File: src/rtl/sys_reg_commit.sv
// Commits execute-stage PSR/IDTR writes, then runs the IDT reload handshake
// and the fetch flush. Execute stays locked until the whole sequence is done.
module sys_reg_commit #(
  parameter logic [31:0] PSR_RESET   = 32'h0000_0000,
  parameter logic [31:0] IDTR_RESET  = 32'h0000_0000,
  parameter int unsigned PSR_IM_BIT  = 2,
  parameter int unsigned IDT_TIMEOUT = 255
) (
  input  logic        iCLOCK,
  input  logic        inRESET,
  input  logic        iEXE_VALID,
  input  logic        iEXE_PSR_VALID,
  input  logic        iEXE_IDT_VALID,
  input  logic [31:0] iEXE_DATA,
  input  logic [31:0] iEXE_RELOAD_ADDR,
  output logic        oEXE_LOCK,
  output logic [31:0] oPSR,
  output logic [31:0] oIDTR,
  output logic        oIRQ_MASK,
  output logic        oIDT_LOAD_REQ,
  input  logic        iIDT_LOAD_DONE,
  output logic        oIDT_ERR,
  output logic        oFLUSH_REQ,
  output logic [31:0] oFLUSH_ADDR,
  input  logic        iFLUSH_ACK
);

  typedef enum logic [1:0] {
    IDLE     = 2'd0,
    IDT_LOAD = 2'd1,
    FLUSH    = 2'd2
  } state_t;

  // Counter value on which an unanswered IDT reload is abandoned.
  localparam logic [7:0] TIMEOUT_LAST = 8'(IDT_TIMEOUT - 1);

  state_t      state_reg;
  logic [31:0] psr_reg;
  logic [31:0] idtr_reg;
  logic [31:0] flush_addr_reg;
  logic [7:0]  timeout_cnt_reg;
  logic        idt_err_reg;

  always_ff @(posedge iCLOCK or negedge inRESET) begin
    if (!inRESET) begin
      state_reg       <= IDLE;
      psr_reg         <= PSR_RESET;
      idtr_reg        <= IDTR_RESET;
      flush_addr_reg  <= 32'h0000_0000;
      timeout_cnt_reg <= 8'd0;
      idt_err_reg     <= 1'b0;
    end else begin
      idt_err_reg <= 1'b0;
      case (state_reg)
        IDLE: begin
          if (iEXE_VALID) begin
            if (iEXE_PSR_VALID) psr_reg  <= iEXE_DATA;
            if (iEXE_IDT_VALID) idtr_reg <= iEXE_DATA;
            if (iEXE_PSR_VALID || iEXE_IDT_VALID) flush_addr_reg <= iEXE_RELOAD_ADDR;
            // An IDT write always reloads the table before the flush.
            if (iEXE_IDT_VALID) begin
              state_reg       <= IDT_LOAD;
              timeout_cnt_reg <= 8'd0;
            end else if (iEXE_PSR_VALID) begin
              state_reg <= FLUSH;
            end
          end
        end
        IDT_LOAD: begin
          if (iIDT_LOAD_DONE) begin
            state_reg <= FLUSH;
          end else if (timeout_cnt_reg == TIMEOUT_LAST) begin
            idt_err_reg <= 1'b1;
            state_reg   <= FLUSH;
          end else begin
            timeout_cnt_reg <= timeout_cnt_reg + 8'd1;
          end
        end
        FLUSH: begin
          if (iFLUSH_ACK) state_reg <= IDLE;
        end
        default: state_reg <= IDLE;
      endcase
    end
  end

  assign oEXE_LOCK     = (state_reg != IDLE);
  assign oIDT_LOAD_REQ = (state_reg == IDT_LOAD);
  assign oFLUSH_REQ    = (state_reg == FLUSH);
  assign oPSR          = psr_reg;
  assign oIDTR         = idtr_reg;
  assign oIRQ_MASK     = psr_reg[PSR_IM_BIT];
  assign oFLUSH_ADDR   = flush_addr_reg;
  assign oIDT_ERR      = idt_err_reg;

endmodule

File: config.mk
export PLATFORM = sky130hd
export DESIGN_NAME = sys_reg_commit
export DESIGN_NICKNAME = d
export VERILOG_FILES = /design/src/rtl/sys_reg_commit.sv
export SDC_FILE = /design/constraint.sdc
export NUM_CORES = 1
export LEC_CHECK = 0
export CAP_MARGIN = 20
export CORE_AREA = 2 2 124 126
export DETAILED_ROUTE_END_ITERATION = 6
export DIE_AREA = 0 0 126 128
export PLACE_DENSITY = 0.6
export SLEW_MARGIN = 20
export SYNTH_ARGS = -nofsm -noshare
export SYNTH_HDL_FRONTEND = slang
export SYNTH_SLANG_ARGS = --single-unit
File: constraint.sdc
create_clock -name iCLOCK -period 2.4 [get_ports iCLOCK]
set_input_delay 0.6 -clock iCLOCK [delete_from_list [all_inputs] [get_ports iCLOCK]]
set_output_delay 0.6 -clock iCLOCK [all_outputs]
set_load 0.1 [all_outputs]
==> flow_summary_export.csv, run 1 <==
group,metric,value,unit
clock_tree,h-tree-depth,3,
logic_synthesis,yosys.area.top_type,"dfrtp_1",
floorplan,die_h,128,um
logic_synthesis,synth-async-reset-ratio,100.0,%
timing,maxSlewViolCount,0,
timing,post-route-period-util,84.82,%
layout,antenna_cells,0,
placed_design,io_buffers,171,
flow_run,cap_viol_max_count,0,
clock_tree,cts_setup_buffers,0,
logic_synthesis,synth_edf_count,0,
worst_setup_path,cp_cell_sequence,"and2b_1 -> buf_12",
min_path,hold_path_class,"in -> async",
logic_synthesis,synth_area,4362,um^2
drt,via_per_inst,4.370,
timing,finalSetupTns,0,ps
grt,grt_pass1_vias,2939,
logic_synthesis,synth-seq-cells,107,
worst_setup_path,cp_max_fo,7,
worst_setup_path,regToRegSetupSlack,710,ps
drt,drcViolationCount,0,
clock_tree,cts.repair.resized,0,
floorplan,start_util,29.34,%
worst_setup_path,slowest_delay,460,ps
grt,grt_util_all_layers,12.68,%
timing,max_freq,491.2,MHz
worst_setup_path,crit_required,1800,ps
worst_setup_path,critPathCaptureType,"output port",
clock_tree,cts.path.max_buffers,2,
timing,timing.final.crit_period,2036,ps
worst_setup_path,crit_type,"reg -> out",
logic_synthesis,synth_area_leaders,"dfrtp_1 (61%), mux2_2 (17%), mux2_4 (11%)",
timing,skew,9.704,ps
drt,avgRoutedWirePerCell,15.51,um
logic_synthesis,synth_top_area_share,61.39,%
floorplan,io_pins,172,
timing,finalHoldViolations,0,
worst_setup_path,rr_startpoint,"state_reg[0]$_DFFE_PN0P_",
clock_tree,cts_root_buffer,"clkbuf_16",
grt,grt_max_degree,57,
layout,area_delta_synth_final,45.73,%
clock_tree,clk_latency,340,ps
worst_setup_path,critPathArrivalTime,1440,ps
logic_synthesis,syn_nets,341,
logic_synthesis,ys_types,36,
logic_synthesis,ys_warn_count,0,
placed_design,post-dp-hpwl,7107,um
logic_synthesis,synth_common_cells,"dfrtp_1 (107), mux2_2 (66), mux2_4 (31)",
worst_setup_path,crit_slowest_cell,"dfrtp_1",
timing,setup_viol,0,
timing,maxSlewHeadroom,67.21,%
drt,vias,2797,
floorplan,rows,45,
grt,grt.overflow.total,0,
timing,rsz0062_at_grt,"no",
grt,grt_antenna_before_repair,0,
run_status,outcome,"completed",
clock_tree,cts_buffers,9,
worst_setup_path,cp-startpoint,"state_reg[1]$_DFFE_PN0P_",
grt,grt_pass1_wl,15990,um
logic_synthesis,synth_seq_area_share,61.39,%
layout,nNetsFinal,520,
drt,wirelength,9925,um
logic_synthesis,synth_most_common_cell,"dfrtp_1",
worst_setup_path,crit_path_start_kind,"register",
logic_synthesis,ys.flop_type,"dfrtp_1",
clock_tree,path_clk_slew,70,ps
drt,dr.pass1.iters,4,
timing,worstMarginPinSlew,491.8,ps
clock_tree,clock-sinks,107,
drt,drt_iter0_drc,119,
logic_synthesis,synthCells,268,
clock_tree,cts_tree,"done",
clock_tree,hold_buffers,0,
floorplan,die_w,126,um
drt,final_antenna_net_count,0,
logic_synthesis,syn_avg_cell_area,16.27,um^2
layout,drive_gt1_share,50.88,%
floorplan,design.core.area,14860,um^2
floorplan,dieArea,16130,um^2
placed_design,place.gp.congestion,0.7480,
layer usage:
metal	wire length [um]	track usage (%)	part of all wire (%)	vias up
met4	138	4.396	1.4	0
met5	0	0	0	-
met3	748	4.382	7.5	10
met2	4669	19.89	47	111
met1	4370	16.41	44	1367
li1	-	-	-	1309
layout make-up:
class	count	area, um^2
clock buffer	12	246.5
timing repair buffer	181	1594
inverter	5	18.77
fill	1358	8508
clock inverter	4	50.05
multi-input combinational	143	1534
tap	188	235.2
sequential	107	2678
stage by stage:
| step | setup WS [ps] | utilization (%) | instance area, um^2 | hold slack [ps] | instances |
|---|---|---|---|---|---|
| after floorplan | 16.37 | - | 4362 | 304.4 | 268 |
| after global placement | 169.1 | 40.77 | 6060 | 472.4 | 624 |
| after detailed placement | 143.6 | 40.77 | 6060 | 479.1 | 624 |
| after CTS | 338.5 | 42.76 | 6356 | 219.5 | 640 |
| after global routing | 282.4 | 42.76 | 6356 | 233.8 | 640 |
| final | 364.3 | 42.76 | 6356 | 213.4 | 640 |
critical path, delay by kind of cell, from the launching register on:
kind	cells	cell delay (ps)
flops	1	460
simple gates	1	410
buf+inv	1	220
worst paths after layout:
kind                                                        to  cells past startpoint
worst max-delay path                             oIDT_LOAD_REQ                      2
worst min-delay path                oFLUSH_ADDR[5]$_DFFE_PN0P_                      1
worst max register to register            oIDTR[5]$_DFFE_PN0P_                      4
worst min register to register  timeout_cnt_reg[6]$_DFFE_PN0P_                      1
max in group asynchronous                  oPSR[0]$_DFFE_PN0P_                      2
min in group iCLOCK             timeout_cnt_reg[6]$_DFFE_PN0P_                      1
logic make-up (layout without fill, tap and decap cells):
kind of cell	count (synthesis)	after routing	share of synthesized area, %
mux	98	98	27.94
xor+xnor	1	1	0.2008
flops	107	107	61.39
fa+ha+maj	2	2	0.5736
compound gates	14	14	2.037
buf+inv	18	202	3.442
simple gates	28	28	4.418
placed cells by master, fill, tap and decap left out, types with 2 or more instances in the layout:
cell type	instances
nand2_1	3
nand4_1	2
inv_1	5
clkbuf_16	9
clkinvlp_4	2
mux2_2	66
dfrtp_1	107
mux2_4	31
ha_1	2
o21ai_0	3
nor2_1	5
buf_12	5
a31oi_1	4
clkdlybuf4s50_1	69
nor3_1	2
clkbuf_1	2
a21oi_1	2
buf_4	107
nand3_1	3
Power of run 1 is left out: the tool's default activity adds up to more than one toggle a clock period on the data nets, which glitch-free logic cannot reach.
==> run 2, diff against run 1 <==
==> constraint.sdc (replaced) <==
create_clock -name iCLOCK -period 2 [get_ports iCLOCK]
set_input_delay 0.5 -clock iCLOCK [delete_from_list [all_inputs] [get_ports iCLOCK]]
set_output_delay 0.5 -clock iCLOCK [all_outputs]
set_load 0.1 [all_outputs]
==> run 2 against run 1 <==
  * Non-clock buffer count is 6 higher
  * Die area unchanged
  * Global-route usage rose by 0.057 points
  * First-iteration DRC count fell by 28%
  * Final cell count increased by 0.94%
  * Sequential share of layout area decreased by 3.1 points
  * Core utilization rose by 3.4 points
  * Hold slack worse by 130 ps
  * Clock skew fell by 2.4 ps
  * Setup slack lost 230 ps
  * Register-to-register slack got worse by 400 ps
  * Clock-buffer cell count fell by 1
==> flow_summary_export.csv, run 2 (synthesized netlist as in run 1, its figures left out) <==
group,metric,value,unit
run_status,outcome,"completed",
drt,dr.pass1.iters,5,
floorplan,io_pins,172,
timing,post-route-period-util,93.40,%
floorplan,dieArea,16130,um^2
timing,setup_viol,0,
timing,maxSlewViolCount,0,
worst_setup_path,crit_required,1500,ps
timing,worstMarginPinSlew,421.4,ps
clock_tree,cts_tree,"done",
worst_setup_path,cp-startpoint,"state_reg[0]$_DFFE_PN0P_",
clock_tree,clock-sinks,107,
placed_design,place.gp.congestion,0.7307,
grt,grt_util_all_layers,12.73,%
floorplan,die_w,126,um
worst_setup_path,critPathCaptureType,"output port",
clock_tree,clk_latency,340,ps
worst_setup_path,reg2regPathDepth,5,
drt,final_antenna_net_count,0,
clock_tree,cts_buffers,9,
drt,drt_iter0_drc,86,
grt,grt_pass1_wl,16260,um
floorplan,die_h,128,um
worst_setup_path,rr_startpoint,"state_reg[0]$_DFFE_PN0P_",
drt,wirelength,10170,um
worst_setup_path,cp_max_fo,8,
layout,mostFrequentLayoutCell,"dfrtp_1",
worst_setup_path,regToRegSetupSlack,310,ps
floorplan,start_util,29.34,%
clock_tree,cts.path.max_buffers,2,
layout,drive_gt1_share,52.18,%
timing,skew,7.351,ps
timing,finalHoldViolations,0,
worst_setup_path,crit_path_start_kind,"register",
clock_tree,hold_buffers,0,
drt,avgRoutedWirePerCell,15.74,um
placed_design,place_area,6570,um^2
layout,final_cell_mix,"dfrtp_1 (107), buf_4 (76), clkdlybuf4s50_1 (69)",
grt,grt_pass1_vias,3050,
worst_setup_path,crit_type,"reg -> out",
grt,grt_max_degree,48,
layout,final_area,6867,um^2
timing,finalSetupTns,0,ps
layout,final_util,46.20,%
clock_tree,h-tree-depth,3,
drt,via_per_inst,4.427,
worst_setup_path,cp_cell_sequence,"and2b_2 -> buf_12",
placed_design,post-dp-hpwl,7451,um
worst_setup_path,reg2reg_to,"timeout_cnt_reg[1]$_DFFE_PN0P_",
worst_setup_path,crit_end,"oIDT_LOAD_REQ",
min_path,hold_path_class,"in -> async",
layout,fillers,1329,
placed_design,io_buffers,171,
timing,timing.final.crit_period,1868,ps
grt,grt.overflow.total,0,
worst_setup_path,slowest_delay,510,ps
floorplan,rows,45,
clock_tree,cts_root_buffer,"clkbuf_16",
flow_run,cap_viol_max_count,0,
drt,vias,2860,
layout,area_delta_synth_final,57.43,%
layout,antenna_cells,0,
timing,rsz0062_at_grt,"no",
worst_setup_path,crit_slowest_cell,"dfrtp_1",
timing,max_freq,535.3,MHz
drt,drcViolationCount,0,
layout,nNetsFinal,526,
grt,grt_antenna_before_repair,0,
clock_tree,path_clk_slew,70,ps
floorplan,design.core.area,14860,um^2
worst_setup_path,critPathArrivalTime,1370,ps
timing,maxSlewHeadroom,71.91,%
-- run 2: repair_timing --
item	in CTS	in global routing
buffers inserted	0	0
setup endpoints to repair	0	1
gates resized for setup	0	1
-- run 2: layer usage --
layer	share of wire [%]	GRT usage, %	up-vias
li1	-	-	1317
met1	45	16.66	1421
met2	47	19.73	111
met3	7.1	4.382	11
met4	1.5	4.525	0
met5	0	0	-
-- run 2: worst min path at each step --
stage	start	end
finish	inRESET	oIDTR[10]$_DFFE_PN0P_
global route	inRESET	oIDTR[10]$_DFFE_PN0P_
CTS	inRESET	oIDTR[10]$_DFFE_PN0P_
detailed placement	inRESET	oIDTR[10]$_DFFE_PN0P_
global placement	inRESET	oIDTR[10]$_DFFE_PN0P_
floorplan	inRESET	oFLUSH_ADDR[0]$_DFFE_PN0P_
-- run 2: area by class of cell --
type | instances | area, um^2 | share of cell area [%]
Sequential cell | 107 | 2678 | 38.99
Timing Repair Buffer | 187 | 2102 | 30.61
Multi-Input combinational cell | 143 | 1538 | 22.39
Clock buffer | 11 | 242.7 | 3.535
Tap cell | 188 | 235.2 | 3.426
Clock inverter | 5 | 52.55 | 0.7653
Inverter | 5 | 18.77 | 0.2733
-- run 2: worst max-delay path: cells and delay by family, from the launching register on --
family | cells | cell delay, ps
buf+inv | 1 | 200
flops | 1 | 510
simple gates | 1 | 310
-- run 2: per-stage QoR --
stage               worst slack, ps  std cells  hold slack, ps
finish                        131.9        646           82.13
global route                  45.13        646           107.8
CTS                           13.60        646           91.47
detailed placement           -102.3        630           466.7
global placement             -97.48        630           468.7
floorplan                     126.0        268           204.4
Power of run 2 is left out for the same reason.
